==> src/rtl/spi_pkg.sv <==
// Shared SPI frame definitions: frame geometry, address map and the
// frame-master state encoding.
package spi_pkg;

    localparam int unsigned FRAME_BITS   = 16;
    localparam int unsigned ADDR_MSB     = 15;
    localparam int unsigned ADDR_LSB     = 12;
    localparam logic [3:0]  ADDR_PWM_MAX = 4'h7;
    localparam logic [3:0]  ADDR_CLKDIV  = 4'h8;

    typedef enum logic [2:0] {
        IDLE,
        SETUP,
        SHIFT,
        HOLD,
        GAP
    } state_t;

    function automatic int unsigned max3(input int unsigned a,
                                         input int unsigned b,
                                         input int unsigned c);
        int unsigned m;
        m = (a > b) ? a : b;
        return (m > c) ? m : c;
    endfunction

endpackage

==> src/rtl/spi_sck_gen.sv <==
// SPI serial clock generator: half-period counter producing an idle-low sck
// plus one-cycle rise/fall strobes that coincide with the registered sck edge.
module spi_sck_gen #(
    parameter int unsigned SCK_DIV = 4
) (
    input  logic clk,
    input  logic rst_n,
    input  logic en,
    output logic sck,
    output logic rise,
    output logic fall
);

    localparam int unsigned CW = (SCK_DIV > 1) ? $clog2(SCK_DIV) : 1;

    logic [CW-1:0] cnt_q;
    logic          sck_q;
    logic          term;

    assign term = (cnt_q == CW'(SCK_DIV - 1));

    always_ff @(posedge clk) begin
        if (!rst_n || !en) begin
            cnt_q <= '0;
            sck_q <= 1'b0;
        end else if (term) begin
            cnt_q <= '0;
            sck_q <= ~sck_q;
        end else begin
            cnt_q <= cnt_q + 1'b1;
        end
    end

    // Strobes are high in the cycle before the clk edge that flips sck.
    assign rise = en && term && !sck_q;
    assign fall = en && term &&  sck_q;
    assign sck  = sck_q;

endmodule

==> src/rtl/spi_frame_master.sv <==
// SPI mode-0 frame master: serialises FRAME_BITS-bit command frames MSB first
// and captures miso on the same sck edges for loopback/readback.
module spi_frame_master #(
    parameter int unsigned FRAME_BITS = spi_pkg::FRAME_BITS,
    parameter int unsigned SCK_DIV    = 4,
    parameter int unsigned CS_SETUP   = 2,
    parameter int unsigned CS_HOLD    = 2,
    parameter int unsigned CS_GAP     = 2
) (
    input  logic                  clk,
    input  logic                  rst_n,
    input  logic [FRAME_BITS-1:0] tx_data,
    input  logic                  tx_valid,
    output logic                  tx_ready,
    output logic                  busy,
    output logic [FRAME_BITS-1:0] rx_data,
    output logic                  rx_valid,
    output logic                  spi_cs_n,
    output logic                  spi_sck,
    output logic                  spi_mosi,
    input  logic                  spi_miso
);

    import spi_pkg::*;

    localparam int unsigned BW = $clog2(FRAME_BITS + 1);
    localparam int unsigned PW = $clog2(max3(CS_SETUP, CS_HOLD, CS_GAP) + 1);

    state_t                state_q, state_d;
    logic [PW-1:0]         ph_q, ph_d;
    logic [BW-1:0]         bit_q, bit_d;
    logic [FRAME_BITS-1:0] tx_shift_q, tx_shift_d;
    logic [FRAME_BITS-1:0] rx_shift_q, rx_shift_d;
    logic [FRAME_BITS-1:0] rx_data_q, rx_data_d;
    logic                  cs_n_q, cs_n_d;
    logic                  busy_q, busy_d;
    logic                  tx_ready_q, tx_ready_d;
    logic                  rx_valid_q, rx_valid_d;
    logic                  miso_q;
    logic                  sck_rise, sck_fall;

    spi_sck_gen #(
        .SCK_DIV(SCK_DIV)
    ) u_sck_gen (
        .clk  (clk),
        .rst_n(rst_n),
        .en   (state_q == SHIFT),
        .sck  (spi_sck),
        .rise (sck_rise),
        .fall (sck_fall)
    );

    // mosi is the MSB of the transmit shifter; clearing the shifter idles mosi low.
    always_comb begin
        state_d    = state_q;
        ph_d       = '0;
        bit_d      = bit_q;
        tx_shift_d = tx_shift_q;
        rx_shift_d = rx_shift_q;
        rx_data_d  = rx_data_q;
        cs_n_d     = cs_n_q;
        busy_d     = busy_q;
        rx_valid_d = 1'b0;

        unique case (state_q)
            IDLE: begin
                if (tx_valid && tx_ready_q) begin
                    tx_shift_d = tx_data;
                    cs_n_d     = 1'b0;
                    busy_d     = 1'b1;
                    state_d    = SETUP;
                end
            end
            SETUP: begin
                if (ph_q == PW'(CS_SETUP - 1)) state_d = SHIFT;
                else                           ph_d    = ph_q + 1'b1;
            end
            SHIFT: begin
                if (sck_rise) rx_shift_d = {rx_shift_q[FRAME_BITS-2:0], miso_q};
                if (sck_fall) begin
                    if (bit_q == BW'(FRAME_BITS - 1)) begin
                        state_d = HOLD;
                    end else begin
                        bit_d      = bit_q + 1'b1;
                        tx_shift_d = tx_shift_q << 1;
                    end
                end
            end
            HOLD: begin
                if (ph_q == PW'(CS_HOLD - 1)) begin
                    cs_n_d     = 1'b1;
                    tx_shift_d = '0;
                    rx_data_d  = rx_shift_q;
                    rx_valid_d = 1'b1;
                    state_d    = GAP;
                end else begin
                    ph_d = ph_q + 1'b1;
                end
            end
            GAP: begin
                if (ph_q == PW'(CS_GAP - 1)) begin
                    busy_d  = 1'b0;
                    state_d = IDLE;
                end else begin
                    ph_d = ph_q + 1'b1;
                end
            end
            default: state_d = IDLE;
        endcase

        if (state_d != state_q) begin
            ph_d  = '0;
            bit_d = '0;
        end
        tx_ready_d = (state_d == IDLE);
    end

    always_ff @(posedge clk) begin
        if (!rst_n) begin
            state_q    <= IDLE;
            ph_q       <= '0;
            bit_q      <= '0;
            tx_shift_q <= '0;
            rx_shift_q <= '0;
            rx_data_q  <= '0;
            cs_n_q     <= 1'b1;
            busy_q     <= 1'b0;
            tx_ready_q <= 1'b0;
            rx_valid_q <= 1'b0;
            miso_q     <= 1'b0;
        end else begin
            state_q    <= state_d;
            ph_q       <= ph_d;
            bit_q      <= bit_d;
            tx_shift_q <= tx_shift_d;
            rx_shift_q <= rx_shift_d;
            rx_data_q  <= rx_data_d;
            cs_n_q     <= cs_n_d;
            busy_q     <= busy_d;
            tx_ready_q <= tx_ready_d;
            rx_valid_q <= rx_valid_d;
            miso_q     <= spi_miso;
        end
    end

    assign tx_ready = tx_ready_q;
    assign busy     = busy_q;
    assign rx_data  = rx_data_q;
    assign rx_valid = rx_valid_q;
    assign spi_cs_n = cs_n_q;
    assign spi_mosi = tx_shift_q[FRAME_BITS-1];

endmodule

==> config.mk <==
export PLATFORM = sky130hd
export DESIGN_NAME = spi_frame_master
export DESIGN_NICKNAME = d
export VERILOG_FILES = /design/src/rtl/spi_pkg.sv /design/src/rtl/spi_sck_gen.sv /design/src/rtl/spi_frame_master.sv
export SDC_FILE = /design/constraint.sdc
export NUM_CORES = 1
export LEC_CHECK = 0
export ABC_AREA = 1
export ABC_CLOCK_PERIOD_IN_PS = 2210
export BUFFER_PORTS_ARGS = -buffer_cell sky130_fd_sc_hd__buf_2
export CAP_MARGIN = 30
export CORE_MARGIN = 5
export CORE_UTILIZATION = 25
export CTS_CLUSTER_DIAMETER = 40
export CTS_CLUSTER_SIZE = 10
export DETAILED_ROUTE_END_ITERATION = 8
export SKIP_CTS_REPAIR_TIMING = 1
export SYNTH_ARGS = -nofsm -noshare
export SYNTH_HDL_FRONTEND = slang
export SYNTH_SLANG_ARGS = --single-unit
==> constraint.sdc <==
create_clock -name clk -period 2.21 [get_ports clk]
set_input_delay 0.3315 -clock clk [delete_from_list [all_inputs] [get_ports clk]]
set_output_delay 0.3315 -clock clk [all_outputs]
set_load 0.1 [all_outputs]
## After elaboration in Yosys (flattened, before gate mapping)

Index checks and enable logic that the tools add are counted.

- Register bits after elaboration: 66
- Input bits: 20
- Output and inout bits: 22
- Logic and storage cells: 76

- $add $sub $neg: 3
- Eq/ne operators: 13
- Mux-type cells: 19
- Bitwise logic cells: 4
- Reduce and logical (&&, ||, !) cells: 24

Operators with widths:

| kind | number |
|---|---|
| $mux W16 | 4 |
| $pmux W16 S3 | 1 |
| $mux W3 | 6 |
| $pmux W3 S5 | 1 |
| $ne A2 B2 Y1 const B | 5 |
| $reduce_and A3 Y1 | 3 |
| $eq A3 B2 Y1 const B | 2 |
| $logic_not A3 Y1 | 2 |
| $reduce_and A2 Y1 | 3 |
| $add A5 B1 Y5 const B | 1 |
| $eq A5 B4 Y1 const B | 1 |
| $mux W1 | 5 |
| $reduce_and A5 Y1 | 1 |
| $add A2 B1 Y2 const B | 2 |
| $logic_and A1 B1 Y1 | 4 |
| $not A1 Y1 | 4 |
| $pmux W1 S2 | 2 |
| $reduce_bool A2 Y1 | 2 |
| $reduce_or A2 Y1 | 2 |
| $reduce_or A4 Y1 | 1 |
| $eq A3 B1 Y1 const B | 1 |
| $eq A3 B3 Y1 const B | 1 |
| $logic_not A1 Y1 | 3 |
| $ne A3 B3 Y1 | 1 |
| 5 further kinds | 5 |

## Depth between registers and ports, before layout

- Depth after elaboration: 7
- Depth in mapped cells: 10
- Gate-level depth less buffers: 10

## Modules after synthesis

Synthesis repeated with hierarchy kept, for this count alone.

- Cell total of the unflattened synthesis: 362
- Area, all modules: 2691.3 sq um

Modules (own cells, without submodules):

| module | times used | cells each | area each (sq um) | seq. area each (sq um) |
|---|---|---|---|---|
| spi_frame_master | 1 | 345 | 2562.5 | 1261.2 |
| spi_sck_gen | 1 | 17 | 128.9 | 60.1 |

## Least setup slack after synthesis

No wires, ideal clock.

- Path kind: register to register
- Start point: register u_sck_gen.sck_q, in the netlist u_sck_gen.sck
- End point: register tx_shift_q[0]
- Library setup time: 0.120 ns
- Arrival: 1.765 ns
- Required time: 2.090 ns
- Path slack: 0.325 ns
- Cell stages (with the launch flop): 7
- Path buffers: 1
- Period minus slack after synthesis: 1.885 ns
- Cell sequence: dfxtp_1 > nand2_1 > o21ai_2 > nand3_2 > buf_4 > o21ai_0 > nor2_1

- Word-level cells in the longest chain between the ends: 3

RTL lines:

| what | RTL line | text |
|---|---|---|
| from (decl) | spi_sck_gen.sv:17 | `logic sck_q;` |
| from (signal assigned) | spi_sck_gen.sv:28 | `sck_q <= ~sck_q;` |
| $logic_and A1 B1 Y1 | spi_sck_gen.sv:36 | `assign fall = en && term && sck_q;` |
| $ne A2 B2 Y1 (no source line) | n/a |  |
| $reduce_and A5 Y1 (no source line) | n/a |  |
| to (signal assigned) | spi_frame_master.sv:135 | `tx_shift_q <= tx_shift_d;` |
| to (decl) | spi_frame_master.sv:32 | `logic [FRAME_BITS-1:0] tx_shift_q, tx_shift_d;` |

No other way between the ends.
A chain may end at the register's enable or synchronous reset.

## Worst setup path in the final report

- Start point: register bit_q[0]
- End point: register tx_shift_q[6]

- Word-level cells in the longest chain between the ends: 3

RTL lines:

| what | RTL line | text |
|---|---|---|
| from (decl) | spi_frame_master.sv:31 | `logic [BW-1:0] bit_q, bit_d;` |
| from (signal assigned) | spi_frame_master.sv:134 | `bit_q <= bit_d;` |
| $eq A5 B4 Y1 | spi_frame_master.sv:81 | `if (bit_q == BW'(FRAME_BITS - 1)) begin` |
| $ne A2 B2 Y1 (no source line) | n/a |  |
| $reduce_and A5 Y1 (no source line) | n/a |  |

No other way between the ends.

==> results.toml <==
[outcome]
outcome = "completed"

[routing]
routed_wl_mm = 5.69
wl_per_cell_um = 10.2
drc_errors = 0
firstDrtPassIters = 4
vias = 2259
postRouteAntennaNets = 0
drtIter0Drc = 92
via_per_inst = 4.06

[finish]
layout.nets = 435
regArea_um2 = 1320
synthToLayoutAreaGrowth_pct = 19.8
multiInputGateArea_um2 = 1100
final_cell_mix = "nand2_1 (87), dfxtp_1 (66), inv_1 (54), nor2_1 (46), o21ai_0 (42)"
fill_cells = 1179
diodes = 0
final_cell_area_um2 = 3250
drive_above_1_share = 0.183
post-route-util = 0.302
final_common_cell = "nand2_1"

[critical_path]
critPathKind = "reg -> reg"
worstSetupEndpointType = "flop"
required_ns = 2.50
arrival_ns = 2.04
cp-start-kind = "flop"
critPathMaxFanout = 22

[yosys]
syn_area_per_cell_um2 = 7.33
ys_seq_elements = 66
synthDistinctLibCells = 27
yosysWarnings = 0
netlist_instances = 370
synth_nets = 394
ys_seq_area_frac = 0.487
synth.cell_area_um2 = 2710

[placed_design]
dpl-instance-area_um2 = 3040
dp_slack_ns = 0.446
portBuffers = 41
gp_congestion = 0.767
hpwl_mm = 4.00

[sta]
setup_ws_ns = 0.452
fmax_mhz = 569
maxSlewViolCount = 0
worst_pin_slew_ns = 0.590
slew_headroom = 0.606
setup_viol = 0
fin_setup_tns_ns = 0
fin_crit_sh = 0.795
period_needed_ns = 1.76
skew_ns = 0.0113
hold_ws_ns = 0.196
rsz0062_at_grt = "no"
hold_violations = 0

[global_routing]
antenna_found_initial = 0
grt.total_usage = 0.0952
grt_max_degree = 37
grt_pass1_wl_mm = 9.87
overflow = 0
grt_pass1_vias = 2126

[power_and_ir_drop]
leakagePower_nw = 1.47
power_density_nw_per_um2 = 781
vdd_drop_max_v = 0.000362

[clock_network]
cts_sinks = 66
cts_htree_levels = 3
clockRootBuffer = "clkbuf_8"
clk-insertion-delay-late_ns = 0.35
clk_pin_slew_ns = 0.07
tritoncts = "yes"
clock_path_buffers = 2
cts_buffers = 9

[floorplanning]
die_h_um = 114
die_x_um = 114
row_count = 38
die_area_um2 = 13000
core_um2 = 10700
pin_count = 42
start_util = 0.252

[flow_run]
cap_violations = 0

[min_path]
hp-class = "in -> reg"
==> cell type report <==
type / instances / share of cell area
Multi-Input combinational cell: 234 / 0.340
Clock inverter: 6 / 0.0223
Timing Repair Buffer: 44 / 0.0701
Tap cell: 140 / 0.0539
Sequential cell: 66 / 0.407
Inverter: 56 / 0.0647
Clock buffer: 10 / 0.0424
==> worst paths after layout <==
kind | start | end | slack [ns] | depth (start not counted)
hold reg to reg | u_sck_gen.cnt_q[0] | u_sck_gen.cnt_q[0] | 0.42 | 1
setup / recovery | bit_q[0] | tx_shift_q[6] | 0.45 | 10
hold / removal | spi_miso | miso_q | 0.20 | 3
setup reg to reg | bit_q[0] | tx_shift_q[6] | 0.45 | 10
==> metal layers <==
| metal | vias to the layer above | track usage | wire length [µm] |
|---|---|---|---|
| met5 | - | 0 | 0 |
| met4 | 0 | 0.0340 | 71 |
| met3 | 9 | 0.0375 | 311 |
| met2 | 43 | 0.156 | 2720 |
| met1 | 973 | 0.113 | 2580 |
| li1 | 1234 | - | - |
==> flip-flops by register name, indices dropped and copies added (netlist names), 2 cells and up <==
register and cells:
tx_shift_q 16, rx_shift_q 16, state_q 3, ph_q 2, u_sck_gen.cnt_q 2, bit_q 5, rx_data 16
==> per-stage QoR <==
stage	total power, mW	std cells
after floorplan	1.45	370
after global placement	1.50	540
after detailed placement	1.51	540
after CTS	2.59	556
after global routing	2.68	556
final	2.54	556
==> cell usage after synthesis, drive strengths merged <==
cell / number / area share
nor4: 1 / 0.0023
nand3b: 1 / 0.0042
dfxtp: 66 / 0.49
o21ai: 53 / 0.11
inv: 56 / 0.077
nor3: 2 / 0.0037
a31oi: 1 / 0.0023
nand4: 1 / 0.0023
ha: 4 / 0.018
a21oi: 20 / 0.037
buf: 10 / 0.023
nand2: 89 / 0.13
xnor2: 2 / 0.0065
nor2: 49 / 0.074
nand3: 11 / 0.022
clkbuf: 4 / 0.0055
==> cells by family (layout without fill, tap and decap cells) <==
group	Yosys count	in the layout	synth area share
AO/OA/AOI/OAI	74	74	0.147
flip-flops	66	66	0.487
adder cells (fa/ha/maj)	4	4	0.0185
XOR/XNOR	2	2	0.00646
AND/OR/NAND/NOR	154	154	0.236
buffers and inverters	70	116	0.106
==> report_power, final <==
part           switching [mW]  internal (mW)
Combinational           0.167         0.0680
Clock                   0.498          0.565
Sequential             0.0144           1.23
==> worst max-delay path: stages, from the launching register on <==
cell and delay, ns:
dfxtp_1 0.34, ha_1 0.23, nand2_1 0.07, nor2_1 0.04
ha_1 0.20, o21ai_2 0.17, nand3_2 0.18, buf_4 0.26
nand2_1 0.08, nand2_1 0.05, nor2_1 0.09
Note: power is estimated with default switching activity, not from simulation.
